==> config.mk <==
export PLATFORM = sky130hd
export DESIGN_NAME = mux_nch_rr_reg_flat
export DESIGN_NICKNAME = d
export VERILOG_FILES = /design/src/rtl/mux_nch_rr_reg_if.sv /design/src/rtl/mux_nch_rr_reg.sv /design/src/flat_wrapper.sv
export SDC_FILE = /design/constraint.sdc
export NUM_CORES = 1
export LEC_CHECK = 0
export ABC_CLOCK_PERIOD_IN_PS = 5700
export CAP_MARGIN = 20
export CORE_MARGIN = 5
export CORE_UTILIZATION = 40
export DETAILED_ROUTE_END_ITERATION = 10
export GPL_TIMING_DRIVEN = 0
export PLACE_DENSITY = 0.85
export SLEW_MARGIN = 40
export SYNTH_ARGS = -nofsm -noshare
export SYNTH_HDL_FRONTEND = slang
export SYNTH_SLANG_ARGS = --single-unit
==> constraint.sdc <==
create_clock -name clk -period 5.7 [get_ports clk]
set_clock_uncertainty 0.2 [all_clocks]
set_input_delay 1.14 -clock clk [delete_from_list [all_inputs] [get_ports clk]]
set_output_delay 1.14 -clock clk [all_outputs]
set_load 0.02 [all_outputs]
==> src/rtl/mux_nch_rr_reg_if.sv <==
// Handshake bundle for the N-channel registered mux: producer lanes in,
// single consumer out.
interface mux_nch_rr_reg_if #(
    parameter int unsigned NCH = 4,
    parameter int unsigned W   = 8
);
    localparam int unsigned SW = $clog2(NCH);

    logic [NCH*W-1:0] in_data;
    logic [NCH-1:0]   in_valid;
    logic [NCH-1:0]   in_ready;
    logic [SW-1:0]    sel;
    logic             mode;
    logic [W-1:0]     out_data;
    logic [SW-1:0]    out_ch;
    logic             out_valid;
    logic             out_ready;

    // Environment side: drives producer lanes, select/mode and consumer ready.
    modport master (
        output in_data, in_valid, sel, mode, out_ready,
        input  in_ready, out_data, out_ch, out_valid
    );

    // Mux side.
    modport slave (
        input  in_data, in_valid, sel, mode, out_ready,
        output in_ready, out_data, out_ch, out_valid
    );
endinterface

==> src/rtl/mux_nch_rr_reg.sv <==
// N-channel W-bit mux with explicit-select or round-robin grant and a single
// registered output stage running at one word per cycle.
module mux_nch_rr_reg #(
    parameter int unsigned NCH = 4,
    parameter int unsigned W   = 8
) (
    input logic             clk,
    input logic             rst,
    mux_nch_rr_reg_if.slave bus
);
    localparam int unsigned SW = $clog2(NCH);

    logic [W-1:0]  out_data_q, out_data_d;
    logic [SW-1:0] out_ch_q, out_ch_d;
    logic          out_valid_q, out_valid_d;
    logic [SW-1:0] rr_ptr_q, rr_ptr_d;

    logic          can_load;
    logic          grant_valid;
    logic [SW-1:0] grant;
    logic          load_en;
    logic [W-1:0]  grant_data;
    logic          hi_valid, lo_valid;
    logic [SW-1:0] hi_ch, lo_ch;

    assign can_load = ~out_valid_q | bus.out_ready;

    // Round-robin: lowest valid channel above rr_ptr wins, else lowest at or
    // below it, which is the same as scanning rr_ptr+1.. with wrap.
    always_comb begin
        hi_valid = 1'b0;
        lo_valid = 1'b0;
        hi_ch    = '0;
        lo_ch    = '0;
        for (int i = int'(NCH) - 1; i >= 0; i--) begin
            if (bus.in_valid[i]) begin
                if (i > int'(rr_ptr_q)) begin
                    hi_valid = 1'b1;
                    hi_ch    = SW'(i);
                end else begin
                    lo_valid = 1'b1;
                    lo_ch    = SW'(i);
                end
            end
        end
    end

    always_comb begin
        grant_valid = 1'b0;
        grant       = '0;
        if (bus.mode) begin
            grant_valid = hi_valid | lo_valid;
            grant       = hi_valid ? hi_ch : lo_ch;
        end else begin
            // Out-of-range sel matches no channel and so never grants.
            for (int i = 0; i < int'(NCH); i++) begin
                if (int'(bus.sel) == i && bus.in_valid[i]) begin
                    grant_valid = 1'b1;
                    grant       = SW'(i);
                end
            end
        end
    end

    // Reset suppresses readiness so no producer sees a transfer that is discarded.
    assign load_en = can_load & grant_valid & ~rst;

    always_comb begin
        grant_data = '0;
        for (int i = 0; i < int'(NCH); i++) begin
            bus.in_ready[i] = load_en && (int'(grant) == i);
            if (int'(grant) == i) begin
                grant_data = bus.in_data[i*W +: W];
            end
        end
    end

    always_comb begin
        out_data_d  = out_data_q;
        out_ch_d    = out_ch_q;
        out_valid_d = out_valid_q;
        rr_ptr_d    = rr_ptr_q;
        if (load_en) begin
            out_data_d  = grant_data;
            out_ch_d    = grant;
            out_valid_d = 1'b1;
            rr_ptr_d    = grant;
        end else if (bus.out_ready) begin
            out_valid_d = 1'b0;
        end
    end

    always_ff @(posedge clk) begin
        if (rst) begin
            out_data_q  <= '0;
            out_ch_q    <= '0;
            out_valid_q <= 1'b0;
            rr_ptr_q    <= SW'(NCH - 1);
        end else begin
            out_data_q  <= out_data_d;
            out_ch_q    <= out_ch_d;
            out_valid_q <= out_valid_d;
            rr_ptr_q    <= rr_ptr_d;
        end
    end

    assign bus.out_data  = out_data_q;
    assign bus.out_ch    = out_ch_q;
    assign bus.out_valid = out_valid_q;
endmodule
==> src/flat_wrapper.sv <==
// flat-port wrapper written by rule: the top's interface ports become plain ports
module mux_nch_rr_reg_flat 
#(
    parameter int unsigned NCH = 4,
    parameter int unsigned W   = 8
)
  (clk, rst, bus_in_data, bus_in_valid, bus_sel, bus_mode, bus_out_ready, bus_in_ready, bus_out_data, bus_out_ch, bus_out_valid);
  mux_nch_rr_reg_if #(.NCH(NCH), .W(W)) bus_i ();
  input logic clk;
  input logic rst;
  input wire logic [$bits(bus_i.in_data)-1:0] bus_in_data;
  input wire logic [$bits(bus_i.in_valid)-1:0] bus_in_valid;
  input wire logic [$bits(bus_i.sel)-1:0] bus_sel;
  input wire logic [$bits(bus_i.mode)-1:0] bus_mode;
  input wire logic [$bits(bus_i.out_ready)-1:0] bus_out_ready;
  output wire logic [$bits(bus_i.in_ready)-1:0] bus_in_ready;
  output wire logic [$bits(bus_i.out_data)-1:0] bus_out_data;
  output wire logic [$bits(bus_i.out_ch)-1:0] bus_out_ch;
  output wire logic [$bits(bus_i.out_valid)-1:0] bus_out_valid;
  assign bus_i.in_data = bus_in_data;
  assign bus_i.in_valid = bus_in_valid;
  assign bus_i.sel = bus_sel;
  assign bus_i.mode = bus_mode;
  assign bus_i.out_ready = bus_out_ready;
  assign bus_in_ready = bus_i.in_ready;
  assign bus_out_data = bus_i.out_data;
  assign bus_out_ch = bus_i.out_ch;
  assign bus_out_valid = bus_i.out_valid;
  mux_nch_rr_reg #(.NCH(NCH), .W(W)) u_core (.clk(clk), .rst(rst), .bus(bus_i));
endmodule
==> run summary, run 1 <==
fin. max-slew vios - 0
status - completed
Starting Density - 0.425
Syn Area/Cell - 9.89 sq um
CTS H-tree depth - 1
peak supply drop - 0.000177 V
largest net degree at the start of global routing - 11
Post-synth EDFFs - 0
Die Y - 58.7 microns
P_leak - 0.654 nW
clock root cell - clkbuf_4
multiplexer share of the synthesized area - 0.231
reg2reg end - u_core.bus.out_data[3]
die width - 58.7 microns
worst path buffer plus inverter count - 4
hpwl dp - 2220 microns
Hold Crit Start - u_core.bus.out_valid
die area - 3450 sq um
Layout area overhead - 64.4%
post-synth cell types - 37
synthesized-area fraction occupied by and/or/nand/nor cells - 0.216
CP most frequent cell - clkdlybuf4s50_1
Worst path depth - 9
upper clock frequency limit - 0.197 GHz
CP cell instances - clkdlybuf4s50_1 > nor2b_4 > o211ai_1 > a211oi_1 > or2_1 > buf_6 > buf_8 > and3_1 > clkdlybuf4s50_1
slowest CP cell - clkdlybuf4s50_1
Hold-fix buffers, CTS - 0
Net Count, Synth - 138
Via Count - 1020
first-pass GRT wire length - 4130 microns
Setup TNS - 0 ns
minimum clock period - 5.09 ns
Mapped Area - 950 sq um
pwr dens - 197 nW/um^2
Clock Latency Late Sink - 0.28 ns
Syn Inst Count - 96
drt pass-1 iters - 4
register area share after synthesis - 0.274
post-CTS sizing - 0
DRC violations left - 0
Yosys warning total - 0
layout cell share with drive strength beyond 1 - 0.0903
cts bufs inserted - 3
CP Max Fanout - 10
Worst path top cell family by delay - buffers and inverters
IO Count - 57
Final period util - 0.892
CP peak stage delay - 0.61 ns
TritonCTS clock tree - done
port bufs - 55
commonest cells after routing, fill and taps aside - 55 x clkdlybuf4s50_1, 13 x dfxtp_1, 8 x nor2_1
Main synth FF type - dfxtp_1
final setup vio count - 0
crit end category - output port
clock sink count - 13
RSZ-0062 raised after global routing - false
initial antenna violation count - 0
Crit Path Class - input pin to output port
clk buf depth - 2
Clock transition at path regs - 0.07 ns
final hold vios - 0
postcts setup bufs - 0
FFs w/ async S/R, synth - 0
Remaining Overflow, GRT - 0
critical path required time - 4.36 ns
Final ANT Viol Nets - 0
Post-Synth Adder-Cell Area - 0
post-synthesis compound-gate area fraction - 0.221
gpl congestion - 0.733
Data arrival, critical path - 3.75 ns
CP Launch Type - input pin
Total Routing Usage GR - 0.157
Max-Cap Viols - 0
R2R cell count - 8
Least-Margin Pin Slew - 0.539 ns
final WL - 2660 microns
worst rel slew slack - 0.641
R2R Setup Slk - 3.16 ns
total power - 0.000307 W
Starting DRT DRC Count - 16
Total Nets Final - 198
commonest non-fill, non-tap cell in the layout - clkdlybuf4s50_1
Yosys reg bits - 13
Avg WL per Cell - 14.5 microns
largest family of logic cells by synthesized area - multiplexers
Critical Path End - bus_in_ready[3]
Antenna diodes - 0
XOR/XNOR share of the synthesized area - 0
number of global-route vias before repair - 946
Via-to-Cell Ratio - 5.57
Critical Path Source - bus_in_valid[3]
worst r2r src - u_core.rr_ptr_q[1]
area of the core - 2230 sq um
worst hold-check path type - register to register
row cnt - 17
## sequential cells by signal, summed over array words and instances, names as in the netlist
name / count
u_core.bus.out_valid: 1
u_core.rr_ptr_q: 2
u_core.bus.out_data: 8
u_core.bus.out_ch: 2
## cells by family (layout without fill, tap and decap cells)
kind of cell,after synthesis,after routing
and+or+nand+nor,35,35
AOI/OAI and AO/OA,28,28
buffers and inverters,9,68
DFF,13,13
muxes,11,11
## power breakdown
group          internal [W]  leakage [nW]  switching [W]
sequential         0.000102         0.108     0.00000733
clock             0.0000273        0.0150      0.0000315
combinational     0.0000814         0.531      0.0000580
total              0.000211         0.654      0.0000968
## tightest hold or removal path: cells and delay by family (launching register included)
kind / cells / cell delay [ns]
compound gates: 1 / 0.05
simple gates: 1 / 0.06
flops: 1 / 0.33
## cells in the mapped netlist (2+ instances only)
master    instances  area share
nand3_1           2       0.011
dfxtp_1          13        0.27
o21ai_0           3       0.016
clkbuf_1          2      0.0079
a21o_1            7       0.055
mux2_2            2       0.024
mux4_1            5        0.14
inv_1             3       0.012
mux4_2            2       0.047
and3_1            2       0.013
nand2b_1          4       0.026
a21oi_1           4       0.021
nor2_1            8       0.032
o32ai_1           2       0.018
nor3_1            3       0.016
nand2_1           3       0.012
mux2i_1           2       0.021
nor3b_1           7       0.055
o211a_1           2       0.021
o211ai_1          3       0.024
## worst min path at each step
stage / endpoint / cells after the start
4_1_cts: u_core.bus.out_valid / 2
6_report: u_core.bus.out_valid / 2
3_5_place_dp: u_core.bus.out_valid / 2
5_1_grt: u_core.bus.out_valid / 2
2_1_floorplan: u_core.rr_ptr_q[0] / 2
3_3_place_gp: u_core.bus.out_valid / 2
## per-stage QoR
step	hold slack (ns)	instance area, sq um	worst slack, ns	util	cells
after global placement	0.268	1540	0.709	0.687	179
final	0.286	1560	0.613	0.699	183
after CTS	0.288	1560	0.637	0.699	183
after global routing	0.323	1560	0.524	0.699	183
after floorplan	0.329	950	1.71	-	96
after detailed placement	0.278	1540	0.658	0.687	179
## area by class of cell
| cell class | count | area (sq um) |
|---|---|---|
| Buffer | 6 | 43.8 |
| Clock buffer | 4 | 26.3 |
| Fill cell | 168 | 672 |
| Inverter | 3 | 11.3 |
| Multi-Input combinational cell | 74 | 634 |
| Sequential cell | 13 | 260 |
| Tap cell | 28 | 35.0 |
| Timing Repair Buffer | 55 | 551 |
## metal layers
layer  global-route usage  share of wire  vias up
met5                    0              0        -
li1                     -              -      494
met4               0.0647          0.016        0
met2                0.267           0.51       54
met1                0.180           0.38      467
met3               0.0526          0.091        5
Note: power is estimated with default switching activity, not from simulation.
==> run 2: changes to the inputs <==
--- a/config.mk
+++ b/config.mk
@@ -5,13 +5,14 @@
 export SDC_FILE = /design/constraint.sdc
 export NUM_CORES = 1
 export LEC_CHECK = 0
+export ABC_AREA = 1
 export ABC_CLOCK_PERIOD_IN_PS = 5700
 export CAP_MARGIN = 20
 export CORE_MARGIN = 5
-export CORE_UTILIZATION = 40
+export CORE_UTILIZATION = 41
 export DETAILED_ROUTE_END_ITERATION = 10
 export GPL_TIMING_DRIVEN = 0
-export PLACE_DENSITY = 0.85
+export PLACE_DENSITY = 0.93
 export SLEW_MARGIN = 40
 export SYNTH_ARGS = -nofsm -noshare
 export SYNTH_HDL_FRONTEND = slang
==> run summary, run 2 <==
status - completed
final WL - 3090 microns
register area share after synthesis - 0.256
pwr dens - 202 nW/um^2
P_leak - 0.773 nW
DRC violations left - 0
port bufs - 56
final setup vio count - 0
post-synth cell types - 23
critical path required time - 4.36 ns
CP Max Fanout - 10
Reg power frac - 0.333
layout cell share with drive strength beyond 1 - 0.103
Antenna diodes - 0
RSZ-0062 raised after global routing - false
postcts setup bufs - 0
peak supply drop - 0.000178 V
crit end category - output port
IO Count - 57
Data arrival, critical path - 3.36 ns
cell types with the highest counts after synthesis - 64 x nand2_1, 22 x nor2_1, 19 x inv_1, 16 x nand3_1, 13 x dfxtp_1
Starting Density - 0.417
hpwl dp - 2490 microns
largest cells by area after synthesis - dfxtp_1 26%, nand2_1 24%, nor2_1 8.1%, nand3_1 7.9%, inv_1 7.0%
Mapped Area - 1010 sq um
die width - 59.8 microns
area of the core - 2430 sq um
Comb power frac - 0.486
Max-Cap Viols - 0
Die Y - 59.8 microns
clock sink count - 13
commonest non-fill, non-tap cell in the layout - nand2_1
Via-to-Cell Ratio - 4.74
cts bufs inserted - 3
Crit Path Class - input pin to output port
Syn Area/Cell - 5.90 sq um
clk buf depth - 2
Main synth FF type - dfxtp_1
Clock Latency Late Sink - 0.28 ns
worst rel slew slack - 0.758
Total Routing Usage GR - 0.185
initial antenna violation count - 0
biggest area consumer among synthesized cells - dfxtp_1
CTS H-tree depth - 1
Syn Inst Count - 172
Layout area overhead - 61.5%
top-count cell post-synth - nand2_1
minimum clock period - 4.70 ns
gpl congestion - 0.833
Clock Power Share - 0.181
Clock transition at path regs - 0.08 ns
Final ANT Viol Nets - 0
max FFs per register - 8
FFs w/ async S/R, synth - 0
Post-synth EDFFs - 0
number of global-route vias before repair - 1229
Final period util - 0.825
Hold-fix buffers, CTS - 0
final hold vios - 0
Yosys warning total - 0
drt pass-1 iters - 7
Total Nets Final - 275
Post-DP Area - 1610 sq um
TritonCTS clock tree - done
sw frac - 0.380
Least-Margin Pin Slew - 0.361 ns
Via Count - 1241
CP Launch Type - input pin
Net Count, Synth - 214
Setup TNS - 0 ns
worst hold-check path type - register to register
share of the synthesized area in the top cell type - 0.256
Yosys reg bits - 13
upper clock frequency limit - 0.213 GHz
clock root cell - clkbuf_4
switching pwr - 0.000126 W
die area - 3570 sq um
Starting DRT DRC Count - 40
Avg WL per Cell - 11.8 microns
Internal - 0.000205 W
first-pass GRT wire length - 5040 microns
row cnt - 18
Final Cell Area - 1640 sq um
fin. max-slew vios - 0
commonest cells after routing, fill and taps aside - 64 x nand2_1, 56 x clkdlybuf4s50_1, 22 x nor2_1
post-CTS sizing - 0
largest net degree at the start of global routing - 11
Remaining Overflow, GRT - 0
run 2: logic make-up after synthesis:
logic type      Yosys count  share of synthesized area
compound gates           13                     0.0801
flops                    13                      0.256
simple gates            123                      0.567
buf+inv                  23                     0.0962
run 2: power by group through the flow:
stage / Clock (W) / Sequential (W) / Combinational, W
floorplan: 0 / 0.000124 / 0.0000780
detailed placement: 0 / 0.000112 / 0.000160
CTS: 0.0000609 / 0.000110 / 0.000161
global placement: 0 / 0.000111 / 0.000157
global route: 0.0000663 / 0.000112 / 0.000176
finish: 0.0000597 / 0.000110 / 0.000161
run 2: layer usage:
| layer | GRT usage | routed length [microns] |
|---|---|---|
| met1 | 0.209 | 1220 |
| met4 | 0.0665 | 46 |
| met2 | 0.318 | 1480 |
| met5 | 0 | 0 |
| met3 | 0.0648 | 334 |
run 2: worst paths after layout:
kind                   startpoint                     end  slack, ns  depth (start not counted)
max reg2reg    u_core.rr_ptr_q[1]  u_core.bus.out_data[0]       3.82                         11
max               bus_in_valid[1]         bus_in_ready[1]        1.0                         11
min          u_core.bus.out_ch[1]    u_core.bus.out_ch[1]       0.25                          2
min reg2reg  u_core.bus.out_ch[1]    u_core.bus.out_ch[1]       0.25                          2
run 2: critical path, stage by stage:
cell             delay, ns
clkdlybuf4s50_1       0.53
nand2_1               0.07
o21ai_1               0.16
nor2_1                0.06
nand2_1               0.07
nand3_2               0.14
nor2_2                0.16
buf_4                 0.20
nand2_1               0.10
nor2_1                0.11
clkdlybuf4s50_1       0.61
run 2: metrics by stage:
step           setup slack [ns]  hold WS [ns]  std cells   util  total power [W]
2_1_floorplan              2.12         0.286        172      -         0.000202
3_3_place_gp               1.03         0.231        258  0.663         0.000269
3_5_place_dp               1.02         0.241        258  0.663         0.000272
4_1_cts                    1.01         0.256        262  0.674         0.000332
5_1_grt                   0.830         0.286        262  0.674         0.000353
6_report                  0.995         0.253        262  0.674         0.000331
run 2: area by class of cell:
type                    instances  area [sq um]
fillers                       215           793
multi-input cells             136           657
repair buffers                 56           561
flip-flops and latches         13           260
inverters                      21          78.8
well taps                      30          37.5
clock buffers                   4          26.3
plain buffers                   2          18.8
